**src/rtl/mul_seq_pkg.sv**
```systemverilog
// rtl/mul_seq_pkg.sv - shared state encoding, widths and pass shifts for the sequential 32x32 multiplier
package mul_seq_pkg;

    localparam int HALF_W = 16;
    localparam int PROD_W = 64;

    typedef enum logic [2:0] {
        ST_IDLE = 3'd0,
        ST_P0   = 3'd1,
        ST_P1   = 3'd2,
        ST_P2   = 3'd3,
        ST_P3   = 3'd4,
        ST_DONE = 3'd5
    } state_t;

    localparam logic [5:0] SHIFT_P0 = 6'd0;
    localparam logic [5:0] SHIFT_P1 = 6'd16;
    localparam logic [5:0] SHIFT_P2 = 6'd16;
    localparam logic [5:0] SHIFT_P3 = 6'd32;

    function automatic logic [5:0] pass_shift(input state_t s);
        case (s)
            ST_P1:   return SHIFT_P1;
            ST_P2:   return SHIFT_P2;
            ST_P3:   return SHIFT_P3;
            default: return SHIFT_P0;
        endcase
    endfunction

endpackage

```
**src/rtl/dadda16bit.sv**
```systemverilog
// rtl/dadda16bit.sv - 16x16 unsigned combinational multiplier shared by the multiply passes
module dadda16bit (
    input  logic [15:0] a,
    input  logic [15:0] b,
    output logic [31:0] p
);

    assign p = {16'b0, a} * {16'b0, b};

endmodule

```
**src/rtl/mul32_seq_ctrl.sv**
```systemverilog
// rtl/mul32_seq_ctrl.sv - multi-cycle 32x32 unsigned multiplier built from four 16x16 passes
module mul32_seq_ctrl
    import mul_seq_pkg::*;
#(
    parameter int TAG_W     = 4,
    parameter bit ZERO_SKIP = 1'b1
) (
    input  logic              clk,
    input  logic              rst_n,
    input  logic              flush,
    input  logic              in_valid,
    output logic              in_ready,
    input  logic [31:0]       in_a,
    input  logic [31:0]       in_b,
    input  logic [TAG_W-1:0]  in_tag,
    output logic              out_valid,
    input  logic              out_ready,
    output logic [63:0]       out_p,
    output logic [TAG_W-1:0]  out_tag,
    output logic              busy
);

    state_t              state, state_nx;
    logic [31:0]         a_q, b_q;
    logic [TAG_W-1:0]    tag_q;
    logic [PROD_W-1:0]   acc, acc_sum, pp_ext;
    logic [HALF_W-1:0]   mul_a, mul_b;
    logic [2*HALF_W-1:0] pp;
    logic [5:0]          shift;
    logic                accept, zero_op;

    assign accept  = in_valid && in_ready;
    assign zero_op = ZERO_SKIP && ((a_q == 32'd0) || (b_q == 32'd0));

    dadda16bit u_mul (
        .a (mul_a),
        .b (mul_b),
        .p (pp)
    );

    assign pp_ext  = {32'b0, pp} << shift;
    assign acc_sum = acc + pp_ext;

    always_ff @(posedge clk or negedge rst_n) begin
        if (!rst_n) begin
            state <= ST_IDLE;
        end else begin
            state <= state_nx;
        end
    end

    always_comb begin
        state_nx = state;
        if (flush) begin
            state_nx = ST_IDLE;
        end else begin
            case (state)
                ST_IDLE: if (accept) state_nx = ST_P0;
                ST_P0:   state_nx = zero_op ? ST_DONE : ST_P1;
                ST_P1:   state_nx = ST_P2;
                ST_P2:   state_nx = ST_P3;
                ST_P3:   state_nx = ST_DONE;
                ST_DONE: begin
                    if (accept)         state_nx = ST_P0;
                    else if (out_ready) state_nx = ST_IDLE;
                end
                default: state_nx = ST_IDLE;
            endcase
        end
    end

    // Multiplier operands are parked at zero outside the pass states.
    always_comb begin
        in_ready  = !flush && ((state == ST_IDLE) || ((state == ST_DONE) && out_ready));
        out_valid = (state == ST_DONE);
        busy      = (state != ST_IDLE);
        shift     = pass_shift(state);
        mul_a     = '0;
        mul_b     = '0;
        case (state)
            ST_P0: begin mul_a = a_q[15:0];  mul_b = b_q[15:0];  end
            ST_P1: begin mul_a = a_q[15:0];  mul_b = b_q[31:16]; end
            ST_P2: begin mul_a = a_q[31:16]; mul_b = b_q[15:0];  end
            ST_P3: begin mul_a = a_q[31:16]; mul_b = b_q[31:16]; end
            default: ;
        endcase
    end

    always_ff @(posedge clk or negedge rst_n) begin
        if (!rst_n) begin
            a_q     <= '0;
            b_q     <= '0;
            tag_q   <= '0;
            acc     <= '0;
            out_p   <= '0;
            out_tag <= '0;
        end else if (flush) begin
            acc <= '0;
        end else begin
            if (accept) begin
                a_q   <= in_a;
                b_q   <= in_b;
                tag_q <= in_tag;
                acc   <= '0;
            end else if ((state == ST_P0) || (state == ST_P1) ||
                         (state == ST_P2) || (state == ST_P3)) begin
                acc <= acc_sum;
            end
            // Result registers only move when entering DONE, so they hold under backpressure.
            if (state == ST_P3) begin
                out_p   <= acc_sum;
                out_tag <= tag_q;
            end else if ((state == ST_P0) && zero_op) begin
                out_p   <= '0;
                out_tag <= tag_q;
            end
        end
    end

endmodule

```
**config.mk**
```make
export PLATFORM = sky130hd
export DESIGN_NAME = mul32_seq_ctrl
export DESIGN_NICKNAME = d
export VERILOG_FILES = /design/src/rtl/mul_seq_pkg.sv /design/src/rtl/dadda16bit.sv /design/src/rtl/mul32_seq_ctrl.sv
export SDC_FILE = /design/constraint.sdc
export NUM_CORES = 1
export LEC_CHECK = 0
export CELL_PAD_IN_SITES_DETAIL_PLACEMENT = 0
export CELL_PAD_IN_SITES_GLOBAL_PLACEMENT = 1
export CORE_MARGIN = 5
export CORE_UTILIZATION = 55
export DETAILED_ROUTE_END_ITERATION = 8
export DONT_BUFFER_PORTS = 1
export PLACE_DENSITY = 0.91
export SKIP_LAST_GASP = 1
export SLEW_MARGIN = 5
export SYNTH_ARGS = -nofsm -noshare
export SYNTH_HDL_FRONTEND = slang
export SYNTH_HIERARCHICAL = 1
export SYNTH_SLANG_ARGS = --single-unit
```
**constraint.sdc**
```tcl
create_clock -name clk -period 24.6 [get_ports clk]
set_input_delay 4.92 -clock clk [delete_from_list [all_inputs] [get_ports clk]]
set_output_delay 4.92 -clock clk [all_outputs]
set_load 0.1 [all_outputs]
```
==> key figures, run 1 <==
Detailed routing
  • 1st-iter DRT viols: 1217
  • Routed wire length: between 50 and 60 mm
  • Vias: about 16000
  • Drt drc: 0
  • Vias/cell: a little over 6
  • Antenna viol nets, final: 0
  • Drt pass-1 iters: 7
  • WL per Instance: around 22 um

Final layout
  • Area delta synth->final: 5.11%
  • Commonest non-fill, non-tap cell in the layout: nand2_1
  • Area occupied by multi-input gates: between 0.01 and 0.015 mm^2
  • Filler cells: 3296
  • Register area: ~0.005 mm^2
  • Layout cells sized above 1: 6.93%
  • # nets final: ~2600
  • Most frequent cells in the layout: nand2_1 (278), inv_1 (252), dfrtp_1 (203)
  • Diode count: 0
  • Final Core Density: about three fifths

STA
  • Slew Limit Fails: 0
  • Post-Route Skew: around 0.032 ns
  • Worst hold slack: 0.493 ns
  • Worst Max-Slew Pin Slew: 1.27 ns
  • Minimum clock period: around 12 ns
  • Hold Vio Cnt, Final: 0
  • Setup Viol. Count Final: 0
  • Peak Freq: a little over 80 MHz
  • Unrepaired setup endpoints after global routing: no
  • Relative max-transition margin: approximately 15%
  • Tcrit/Tclk final: 49.6%
  • Fin Setup TNS: 0 ns

Clock network
  • Total CTS buffers: 24
  • Clk pin slew, worst setup/hold paths: around 0.07 ns
  • TritonCTS clock tree: done
  • Hold_buf cts: 0
  • Post CTS Setup Buffer Count: 0
  • Max clock buf depth: 3
  • H-tree depth: 1
  • Root buffer selected by CTS: clkbuf_16
  • # resized after CTS: 0
  • Later-pin clock latency in the skew report: ~0.56 ns
  • Sinks on Clock Net: slightly above 200

Global routing
  • Grt ovf: 0
  • Initial antenna violation count: 6
  • Largest net degree at the start of global routing: a little over 200
  • GRT Total Usage: 28.4%
  • First-pass GRT wire length: about 95 mm
  • Number of global-route vias before repair: between 15000 and 20000

Yosys
  • Syn Nets: 2693
  • Synth top area share: between 20% and 30%
  • EDFF count, synth: 0
  • Top_reg_cell synth: dfrtp_1
  • Most area-hungry cell type in the Yosys netlist: dfrtp_1
  • Synth area leaders: dfrtp_1 (24%), fa_1 (19%), ha_1 (10%)
  • #FFs+latches synth: just over 200
  • Post-Syn Area: 0.0209 mm^2
  • Post-synthesis sequential area ratio: between 20% and 30%
  • Number of synthesis warnings: 6
  • Synth Instances: approximately 2300
  • Ys async rst share: 100%
  • Synth cell types: 77
  • Synthesized area per cell: ~9.2 um^2

Outcome
  • Outcome: complete, no violations

Worst setup path
  • Length in cells of the worst reg-to-reg path: 35
  • Slowest CP cell: nor2b_2
  • Worst Path Max Fanout: 33
  • Worst R2R End: out_p[58]$_DFFE_PN0P_
  • Critical path required time: approximately 25 ns
  • Setup Crit Path Kind: reg2reg
  • CP arrival: ~13 ns
  • Nature of the critical path endpoint: register
  • R2r setup slk: approximately 12 ns
  • Crit start category: register
  • Delay of the slowest cell on the worst path: around 1.1 ns
  • Most used cell, CP: fa_1
  • Worst r2r src: state[1]$_DFFE_PN0P_

Power
  • VDD IR max: between 0.0001 and 0.00015 V
  • Leak: ~0.011 uW
  • Power Dens Cells: around 130 mW/mm^2

Floorplanning
  • Initial Util: a little under three fifths
  • Die W: around 200 um
  • Core box area: around 0.038 mm^2
  • Die Area: around 0.042 mm^2
  • Die Span Y: 205 um
  • Row count: around 70
  • IO Count: ~140

Placed design
  • Routability Congestion: roughly 0.96
  • IO buf count: 0
  • Final HPWL DP: 45.7 mm

Worst hold path
  • Hold Crit Depth: 2
  • Hold Crit Start: acc[45]$_DFFE_PN0P_
  • Hold EP: acc[45]$_DFFE_PN0P_
  • Worst Hold Class: reg2reg

Flow run
  • Max-Cap Viols: 0
==> kinds of logic after synthesis <==
group	count (synthesis)	share of synthesized area, %
xor+xnor	90	3.78
flops	203	24.4
buf+inv	384	7.02
compound gates	507	17.0
fa+ha+maj	362	28.7
mux	74	3.99
simple gates	638	15.1
==> flip-flops by register name, summed over array words and instances, names as in the netlist <==
register  count
a_q          32
acc          64
b_q          32
out_p        64
out_tag       4
state         3
tag_q         4
==> area by class of cell <==
| cell class | instances | area share (%) |
|---|---|---|
| Clock buffer | 29 | 2.96 |
| Clock inverter | 9 | 0.691 |
| Inverter | 253 | 4.33 |
| Multi-Input combinational cell | 1671 | 65.5 |
| Sequential cell | 203 | 23.2 |
| Tap cell | 511 | 2.92 |
| Timing Repair Buffer | 13 | 0.445 |
==> metal layers <==
| metal | global-route usage [%] | wire [um] |
|---|---|---|
| met1 | 39.4 | 25800 |
| met2 | 44.7 | 27300 |
| met3 | 7.30 | 4880 |
| met4 | 7.68 | 1720 |
| met5 | 0 | 52 |
==> per-stage QoR <==
stage | total power (uW) | instance area, um^2 | std cells | setup slack (ns)
2_1_floorplan | 1890 | 20900 | 2258 | 13.15
3_3_place_gp | 2380 | 21100 | 2651 | 12.80
3_5_place_dp | 2400 | 21100 | 2651 | 12.69
4_1_cts | 2780 | 21900 | 2689 | 12.62
5_1_grt | 3000 | 21900 | 2689 | 11.81
6_report | 2790 | 21900 | 2689 | 12.39
==> how the worst max path moves through the flow <==
stage	start	end	slack, ns	cells after the start
after global placement	state[1]$_DFFE_PN0P_	acc[49]$_DFFE_PN0P_	12.80	33
final	state[1]$_DFFE_PN0P_	out_p[58]$_DFFE_PN0P_	12.39	35
after floorplan	out_ready	in_ready	13.15	2
after CTS	state[1]$_DFFE_PN0P_	out_p[49]$_DFFE_PN0P_	12.62	33
after global routing	state[1]$_DFFE_PN0P_	out_p[49]$_DFFE_PN0P_	11.81	35
after detailed placement	state[1]$_DFFE_PN0P_	acc[49]$_DFFE_PN0P_	12.69	33
==> cells in the mapped netlist (8+ instances only) <==
| master | number |
|---|---|
| clkbuf_1 | 109 |
| dfrtp_1 | 203 |
| fa_1 | 195 |
| o31ai_1 | 12 |
| inv_1 | 252 |
| o21ai_1 | 9 |
| a31oi_1 | 9 |
| a211oi_1 | 8 |
| buf_2 | 17 |
| xnor2_1 | 59 |
| a21o_1 | 43 |
| mux2_2 | 73 |
| nor2_1 | 66 |
| a21oi_1 | 132 |
| a22o_1 | 143 |
| o21ai_0 | 70 |
| o21a_1 | 9 |
| o21bai_1 | 17 |
| nor2b_1 | 8 |
| and2_1 | 143 |
| nand3_1 | 17 |
| nand4_1 | 40 |
| nor3_1 | 11 |
| xor2_1 | 31 |
| ha_1 | 167 |
| nor4_1 | 18 |
| and3_1 | 24 |
| nand2_1 | 279 |
| nand2b_1 | 8 |
==> worst max-delay path, delay by kind of cell (launching register included) <==
| kind | cells | cell delay [ns] |
|---|---|---|
| xor+xnor | 2 | 0.74 |
| buf+inv | 5 | 0.29 |
| compound gates | 14 | 4.42 |
| fa+ha+maj | 8 | 3.85 |
| flops | 1 | 0.52 |
| simple gates | 6 | 2.20 |
==> power breakdown <==
part           switching (uW)  total, uW  internal (uW)
sequential                235        649            414
clock                     144        363            219
combinational            1170       1780            613
Power figures use the tool's default switching activity.
==> run 2, diff against run 1 <==
Settings changed: CORE_UTILIZATION 55 to 46, PLACE_DENSITY 0.91 to 0.82.
Clock period 24.6 ns to 9.9 ns, I/O delays scaled along.
==> key figures, run 2 (same netlist as run 1, synthesis figures left out) <==
Outcome
  • Outcome: complete, no violations

STA
  • Setup WS post-layout: around 0.22 ns
  • Worst Max-Slew Pin Slew: 1.07 ns
  • Minimum clock period: between 9 and 10 ns
  • Peak Freq: 103 MHz
  • Tcrit/Tclk final: just under 100%
  • Setup Viol. Count Final: 0
  • Slew Limit Fails: 0
  • Hold Vio Cnt, Final: 0
  • Post-Route Skew: 0.0214 ns
  • Worst hold slack: between 0.4 and 0.5 ns
  • Fin Setup TNS: 0 ns
  • Relative max-transition margin: 28.8%

Clock network
  • H-tree depth: 1
  • Sinks on Clock Net: 203
  • Clk pin slew, worst setup/hold paths: ~0.060 ns
  • TritonCTS clock tree: done
  • Total CTS buffers: 23
  • Later-pin clock latency in the skew report: about 0.53 ns
  • Root buffer selected by CTS: clkbuf_16
  • Max clock buf depth: 3

Floorplanning
  • Die Area: 0.0497 mm^2
  • Row count: just under 80
  • Die W: 223 um
  • Core box area: between 0.04 and 0.05 mm^2
  • Initial Util: 46.2%
  • IO Count: between 100 and 150
  • Die Span Y: 223 um

Detailed routing
  • Drt drc: 0
  • Vias/cell: approximately 5.7
  • WL per Instance: about 21 um
  • Routed wire length: 60.4 mm
  • Antenna viol nets, final: 0
  • Vias: around 17000
  • Drt pass-1 iters: 5
  • 1st-iter DRT viols: between 1000 and 1500

Final layout
  • Largest regs: acc x64, out_p x64
  • Final Core Density: between 50% and 60%
  • Most frequent cells in the layout: nand2_1 (277), inv_1 (252), dfrtp_1 (203)
  • Area delta synth->final: 11.9%
  • # nets final: 2714
  • Diode count: 0
  • Commonest non-fill, non-tap cell in the layout: nand2_1
  • Layout cells sized above 1: 14.6%

Global routing
  • Initial antenna violation count: 0
  • GRT Total Usage: 23.7%
  • Grt ovf: 0
  • Largest net degree at the start of global routing: between 200 and 250
  • Number of global-route vias before repair: 17005
  • First-pass GRT wire length: between 90 and 100 mm

Placed design
  • Pre-CTS setup slack: -0.253 ns
  • Routability Congestion: between 0.9 and 1
  • Final HPWL DP: 47.9 mm
  • IO buf count: 0

Worst setup path
  • Nature of the critical path endpoint: register
  • CP arrival: just over 10 ns
  • Most used cell, CP: fa_1
  • Delay of the slowest cell on the worst path: approximately 0.55 ns
  • Critical path required time: around 10 ns
  • Crit start category: register
  • Slowest CP cell: fa_1
  • Setup Crit Path Kind: reg2reg
  • Worst Path Max Fanout: 8

Power
  • Final Power: 7570 uW
  • Power Dens Cells: around 320 mW/mm^2
  • Leak: 0.0113 uW
  • VDD IR max: 0.000318 V

Flow run
  • Max-Cap Viols: 0

Worst hold path
  • Worst Hold Class: reg2reg
[run 2: cell types whose count changed in the layout (fill, tap and decap cells not counted), sizes merged]
cell,change
buf,+113
inv,+1
bufinv,+2
clkinv,+3
clkbuf,-2
[run 2: critical path: cells and delay by family (launching register included)]
| family | cells | cell delay, ns |
|---|---|---|
| adder cells (fa/ha/maj) | 8 | 3.80 |
| AO/OA/AOI/OAI | 16 | 3.22 |
| buffers and inverters | 9 | 1.07 |
| AND/OR/NAND/NOR | 4 | 0.54 |
| XOR/XNOR | 2 | 0.48 |
| flip-flops | 1 | 0.43 |
[run 2: timing repair]
item / CTS / global route
gates cloned: 0 / 1
setup buffers: 0 / 8
setup endpoints to repair: 30 / 55
resized for setup: 12 / 76
pin swaps: 0 / 13
hold buffers: 0 / 0
[run 2: path summary, 6_finish.rpt]
kind                            cells after the start  slack (ns)                 start                     to
min in group asynchronous                           0        1.15                 rst_n  out_p[20]$_DFFE_PN0P_
worst max register to register                     39        0.22  state[1]$_DFFE_PN0P_  out_p[40]$_DFFE_PN0P_
max in group asynchronous                           0        8.42                 rst_n    a_q[26]$_DFFE_PN0P_
worst max-delay path                               39        0.22  state[1]$_DFFE_PN0P_  out_p[40]$_DFFE_PN0P_
worst min-delay path                                2        0.49   acc[36]$_DFFE_PN0P_    acc[36]$_DFFE_PN0P_
worst min register to register                      2        0.49   acc[36]$_DFFE_PN0P_    acc[36]$_DFFE_PN0P_
[run 2: stage by stage]
step / area (um^2) / cells
after floorplan: 20900 / 2258
after global placement: 22100 / 2845
after detailed placement: 22100 / 2845
after CTS: 22900 / 2886
after global routing: 23300 / 2895
final: 23300 / 2895
[run 2: area by class of cell]
cell class	instances	area, um^2
flip-flops and latches	203	5080
well taps	600	751
inverters	253	950
clock buffers	26	587
clock inverters	15	214
fillers	4104	21800
repair buffers	127	1040
multi-input cells	1671	14700
[run 2: routing by layer]
layer | part of all wire, % | vias to the layer above | global-route usage [%]
li1 | - | 7735 | -
met1 | 45 | 8368 | 34.2
met2 | 47 | 436 | 38.6
met3 | 5.7 | 72 | 3.47
met4 | 2.0 | 0 | 4.58
met5 | 0 | - | 0
[run 2: report_power, final]
part	internal, uW	total [uW]	switching [uW]
sequential	1030	1620	595
clock	559	920	361
combinational	1970	5030	3060
